`config.mk`:
```
export PLATFORM = sky130hd
export DESIGN_NAME = alarm_ctrl_multi
export DESIGN_NICKNAME = d
export VERILOG_FILES = /design/src/rtl/alarm_ctrl_multi.sv
export SDC_FILE = /design/constraint.sdc
export NUM_CORES = 1
export LEC_CHECK = 0
export ABC_AREA = 0
export ABC_CLOCK_PERIOD_IN_PS = 13300
export CORE_UTILIZATION = 35
export CTS_CLUSTER_SIZE = 30
export DETAILED_ROUTE_END_ITERATION = 6
export HOLD_SLACK_MARGIN = 0.15
export PLACE_DENSITY = 0.61
export SETUP_SLACK_MARGIN = 0.02
export SKIP_LAST_GASP = 1
export SLEW_MARGIN = 20
export SYNTH_ARGS = -nofsm -noshare
export SYNTH_HDL_FRONTEND = slang
export SYNTH_SLANG_ARGS = --single-unit
```
`constraint.sdc`:
```
create_clock -name clk -period 13.3 [get_ports clk]
set_clock_uncertainty 0.15 [all_clocks]
set_input_delay 2.66 -clock clk [delete_from_list [all_inputs] [get_ports clk]]
set_output_delay 2.66 -clock clk [all_outputs]
set_load 0.05 [all_outputs]
```
`src/rtl/alarm_ctrl_multi.sv`:
```
// alarm_ctrl_multi
// ----------------
// Alarm controller for the BCD HH:MM alarm-clock datapath. It sits between
// the time counter and the 7-segment display and buzzer drivers.
//
// It does four things:
//   - compares the current time against NUM_ALARMS enabled alarm slots
//   - rings until the alarm is stopped, snoozed or times out
//   - snoozes for SNOOZE_MIN minutes, up to MAX_SNOOZES times per ring event
//   - drives a registered display mux that shows the time or one alarm slot
//
// Ports
//   clk           system clock
//   reset         synchronous, active-high reset
//   one_minute    one-cycle tick, coincident with the new current_time
//   current_time  BCD {ms_hour, ls_hour, ms_min, ls_min}
//   alarm_time    NUM_ALARMS packed BCD slots; slot i is at [16*i+15:16*i]
//   alarm_enable  per-slot enable
//   snooze        one-cycle snooze request
//   stop_alarm    one-cycle stop request
//   show_alarm    1 = show the slot chosen by show_sel on the display
//   show_sel      slot index for the display
//   display       registered BCD display value
//   sound_alarm   high while ringing
//   active_alarm  slot that caused the current ring event
//   snooze_count  snoozes used in the current ring event

// Per-slot comparator. One instance is generated for each alarm slot.
module alarm_slot_match (
   input  logic [15:0] slot_time,
   input  logic        slot_en,
   input  logic [15:0] current_time,
   output logic        hit
);
   assign hit = slot_en && (slot_time == current_time);
endmodule

module alarm_ctrl_multi #(
   parameter int unsigned NUM_ALARMS   = 4,
   parameter int unsigned SNOOZE_MIN   = 5,
   parameter int unsigned MAX_SNOOZES  = 3,
   parameter int unsigned RING_TIMEOUT = 10
) (
   input  logic                     clk,
   input  logic                     reset,
   input  logic                     one_minute,
   input  logic [15:0]              current_time,
   input  logic [16*NUM_ALARMS-1:0] alarm_time,
   input  logic [NUM_ALARMS-1:0]    alarm_enable,
   input  logic                     snooze,
   input  logic                     stop_alarm,
   input  logic                     show_alarm,
   input  logic [2:0]               show_sel,
   output logic [15:0]              display,
   output logic                     sound_alarm,
   output logic [2:0]               active_alarm,
   output logic [3:0]               snooze_count
);

   typedef enum logic [1:0] {
      IDLE     = 2'd0,
      RINGING  = 2'd1,
      SNOOZING = 2'd2
   } state_t;

   // The whole ring-event context is kept in one register. This lets the
   // next-state logic start from "hold everything" and change only the
   // fields that move.
   typedef struct packed {
      state_t      state;
      logic [2:0]  active;
      logic [3:0]  snz_cnt;
      logic [5:0]  ring_min;
      logic [15:0] wake_time;
   } ctrl_t;

   ctrl_t q, d;

   logic [NUM_ALARMS-1:0][15:0] slots;
   logic [NUM_ALARMS-1:0]       hit;
   logic                        any_hit;
   logic [2:0]                  hit_idx;
   logic [15:0]                 disp_nxt;
   logic [15:0]                 wake_nxt;

   assign slots = alarm_time;

   // ---------------------------------------------------------------------
   // Slot comparators
   // ---------------------------------------------------------------------
   generate
      for (genvar i = 0; i < int'(NUM_ALARMS); i++) begin : g_slot
         alarm_slot_match u_match (
            .slot_time    (slots[i]),
            .slot_en      (alarm_enable[i]),
            .current_time (current_time),
            .hit          (hit[i])
         );
      end
   endgenerate

   // The loop scans from the highest slot down, so the lowest matching
   // slot is the one that is kept.
   always_comb begin
      any_hit = 1'b0;
      hit_idx = 3'd0;
      for (int i = int'(NUM_ALARMS) - 1; i >= 0; i--) begin
         if (hit[i]) begin
            any_hit = 1'b1;
            hit_idx = 3'(i);
         end
      end
   end

   // ---------------------------------------------------------------------
   // BCD time + SNOOZE_MIN
   // ---------------------------------------------------------------------
   // The digits are converted to binary, added, and converted back.
   // SNOOZE_MIN is at most 59, so one subtraction of 60 is enough to
   // normalise the minutes. Hour 24 wraps to 00.
   function automatic logic [15:0] add_snooze(input logic [15:0] t);
      int unsigned m;
      int unsigned h;
      m = 32'(t[7:4]) * 32'd10 + 32'(t[3:0]) + SNOOZE_MIN;
      h = 32'(t[15:12]) * 32'd10 + 32'(t[11:8]);
      if (m >= 32'd60) begin
         m = m - 32'd60;
         h = h + 32'd1;
      end
      if (h >= 32'd24) h = h - 32'd24;
      return {4'(h / 32'd10), 4'(h % 32'd10), 4'(m / 32'd10), 4'(m % 32'd10)};
   endfunction

   assign wake_nxt = add_snooze(current_time);

   // ---------------------------------------------------------------------
   // FSM next state
   // ---------------------------------------------------------------------
   always_comb begin
      d = q;
      if (stop_alarm) begin
         // Stop overrides every other input in every state.
         d.state    = IDLE;
         d.snz_cnt  = 4'd0;
         d.ring_min = 6'd0;
      end else begin
         case (q.state)
            IDLE: begin
               if (one_minute && any_hit) begin
                  d.state    = RINGING;
                  d.active   = hit_idx;
                  d.snz_cnt  = 4'd0;
                  d.ring_min = 6'd0;
               end
            end
            RINGING: begin
               if (snooze && (q.snz_cnt < 4'(MAX_SNOOZES))) begin
                  // A snooze that is taken also absorbs a tick arriving in
                  // the same cycle.
                  d.state     = SNOOZING;
                  d.wake_time = wake_nxt;
                  d.snz_cnt   = q.snz_cnt + 4'd1;
                  d.ring_min  = 6'd0;
               end else if (one_minute) begin
                  // An exhausted snooze request is simply ignored, so it
                  // does not block the ring-timeout tick.
                  if ((q.ring_min + 6'd1) == 6'(RING_TIMEOUT)) begin
                     d.state    = IDLE;
                     d.snz_cnt  = 4'd0;
                     d.ring_min = 6'd0;
                  end else begin
                     d.ring_min = q.ring_min + 6'd1;
                  end
               end
            end
            SNOOZING: begin
               if (one_minute && (current_time == q.wake_time)) begin
                  d.state    = RINGING;
                  d.ring_min = 6'd0;
               end
            end
            default: d.state = IDLE;
         endcase
      end
   end

   // ---------------------------------------------------------------------
   // Display mux
   // ---------------------------------------------------------------------
   // If show_sel points past the last slot, no slot compare matches and
   // the display shows blank zeros.
   always_comb begin
      disp_nxt = current_time;
      if (show_alarm) begin
         disp_nxt = 16'h0000;
         for (int i = 0; i < int'(NUM_ALARMS); i++) begin
            if (show_sel == 3'(i)) disp_nxt = slots[i];
         end
      end
   end

   // ---------------------------------------------------------------------
   // Registers
   // ---------------------------------------------------------------------
   always_ff @(posedge clk) begin
      if (reset) begin
         q           <= '0;
         sound_alarm <= 1'b0;
         display     <= 16'h0000;
      end else begin
         q           <= d;
         sound_alarm <= (d.state == RINGING);
         display     <= disp_nxt;
      end
   end

   assign active_alarm = q.active;
   assign snooze_count = q.snz_cnt;

endmodule
```
==> impl_metrics.ini <==
[status]
outcome = finished clean

[worst_setup_path]
end_kind = flip-flop
slowest_delay_ns = 0.82
slowest_stage = clkdlybuf4s50_1
cp_num_buf_inv = 3
required_ns = 13.35
criticalPathCategory = input pin to flip-flop
crit_fanout = 18
cpMostUsedCell = ha_1
cp_top_family = compound AO/OA/AOI/OAI gates
start_kind = input pin
arrival_ns = 11.01

[clock_tree]
cts.hold.buffers_added = 0
post_cts_resized = 0
htree_levels = 2
cts.sinks = 47
cts_root_buf = clkbuf_16
clock_latency_ns = 0.29
cts-buffers-inserted = 5
cts_buffer_depth = 2
clkTransAtPathRegs_ns = 0.07
cts_tree = yes
cts_setup_buffers = 0

[power]
p_total_mw = 1.09
leakage_nw = 2.74
p_per_area_mw_per_mm2 = 142
peakVddDrop_uv = 55.4

[synthesis]
synth_most_common_cell = nor2_1
synth.yosys.seq_area_share_pct = 15.0
synthesis.nets = 982
synth_warnings = 0
netlist_instances = 852
synth_area_leader_cell = dfxtp_1
synthFlopType = dfxtp_1
ys_ff_latch = 47
yosysUniqueCellTypes = 86
avgSynthCellArea_sq_um = 7.36
synthArstFlopShare_pct = 0
synthTopCellsByArea = dfxtp_1, xnor2_1, ha_1
yosys-top-cells-count = nor2_1, xnor2_1, nand2_1
synth-edff-count = 0
synth.cell_area_sq_mm = 0.00627
synth_top_area_share_pct = 15.0

[layout]
nets = 1056
layout-drive-gt1-share_pct = 5.29
fin_util_pct = 44.1
diodes = 0
syn_to_final_growth_pct = 22.4
finalNonFillerCells = 1152

[hold_path]
worstHoldPathType = flip-flop to flip-flop

[route]
drt_iter0_markers = 479
via_count = 6461
viasPerCell = 5.61
dr.pass1.iters = 5
wl_mm = 19.0
post_drt_wl_per_cell_um = 16.5
drcViolationCount = 0
ant_nets = 0

[timing]
finalCritPeriodShare_pct = 82.4
maxSlewHeadroom_pct = 24.0
slew_violations = 0
fin_crit_ns = 10.96
fin_setup_tns_ns = 0
setup_viol = 0
fmax_ghz = 0.0912
rsz0062_at_grt = no
finalHoldViolCount = 0
max_slew.worst_pin.slew_ns = 1.14

[placement]
port_buffers = 115
placedCellCount = 1144
hpwl_mm = 15.0
globalplace.congestion = 0.873

[global_routing]
grt_usage_pct = 20.5
grt_overflow = 0
grt_max_degree = 38
grt_pass1_wl_mm = 30.3
grt_pass1_vias = 6021
grt_antenna_before_repair = 0

[floorplan]
fp-row-count = 48
coreArea_sq_mm = 0.0174
ioPinCount = 117
start_util_pct = 36.0
dieArea_sq_mm = 0.0185
die_width_um = 136
die_y_um = 136

[flow_run]
cap_violations = 0
## final timing paths
path	slack [ns]	from	end	cells past startpoint
worst max register to register	10.20	q[4]	q[18]	9
worst min register to register	0.32	q[1]	q[1]	2
worst min-delay path	0.32	q[1]	q[1]	2
worst max-delay path	2.34	current_time[7]	q[11]	29
## per-stage QoR
step	cell area, sq um	setup WS, ns	hold WS, ns
6_report	7680	2.34	0.319
5_1_grt	7680	1.44	0.336
4_1_cts	7680	2.43	0.320
3_5_place_dp	7510	2.12	0.311
3_3_place_gp	7510	2.43	0.305
2_1_floorplan	6270	3.55	0.294
## routing by layer
metal  part of all wire [%]  GRT usage, %
met1                     48          27.8
met2                     44          34.3
met3                    5.9          1.72
met4                    2.1          6.54
met5                      0             0
## logic make-up (layout without fill, tap and decap cells)
| logic type | after synthesis | after routing | share of synthesized area (%) |
|---|---|---|---|
| AOI/OAI and AO/OA | 222 | 222 | 25.8 |
| xor gates and xnor gates | 111 | 111 | 15.5 |
| adders and majority gates | 39 | 39 | 8.18 |
| buffers and inverters | 73 | 148 | 5.07 |
| DFF | 47 | 47 | 15.0 |
| muxes | 33 | 33 | 5.31 |
| other | 2 | 2 | 0.120 |
| and+or+nand+nor | 325 | 325 | 25.0 |
## registers in the layout, indices dropped and copies added (netlist names)
| register | cells |
|---|---|
| active_alarm | 2 |
| q | 24 |
| sound_alarm | 1 |
| display | 16 |
| snooze_count | 4 |
## placed cells by master, fill, tap and decap left out, types with 8 or more instances in the layout
master           Yosys  routed
clkdlybuf4s50_1      0     114
nor3_1              24      24
nand4_1             18      18
nand3_1             20      20
buf_4                8       8
a21oi_1             55      55
o211ai_1            26      26
xnor2_1             83      83
ha_1                33      33
xor2_1              28      28
a211oi_1             9       9
and2_1               9       9
nor2_1             108     108
mux2i_1             31      31
nand2_1             80      80
dfxtp_1             47      47
inv_1               17      17
nor4_1              18      18
o21ai_0             33      33
## cell type report
type,count,area (sq um)
clock buffers,6,139
clock inverters,2,35.0
fillers,1813,9740
inverters,17,63.8
multi-input cells,732,5010
flip-flops and latches,47,941
well taps,225,282
repair buffers,123,1210
## power breakdown
group	switching, mW	total (mW)	internal [mW]
Combinational	0.471	0.795	0.324
Sequential	0.000889	0.145	0.144
Clock	0.0564	0.150	0.0936
Total	0.529	1.09	0.561
## tightest hold or removal path: stages (launching register included)
cell and delay, ns:
dfxtp_1 0.32, nand2_1 0.06, a21oi_1 0.05
Note: power is estimated with default switching activity, not from simulation.
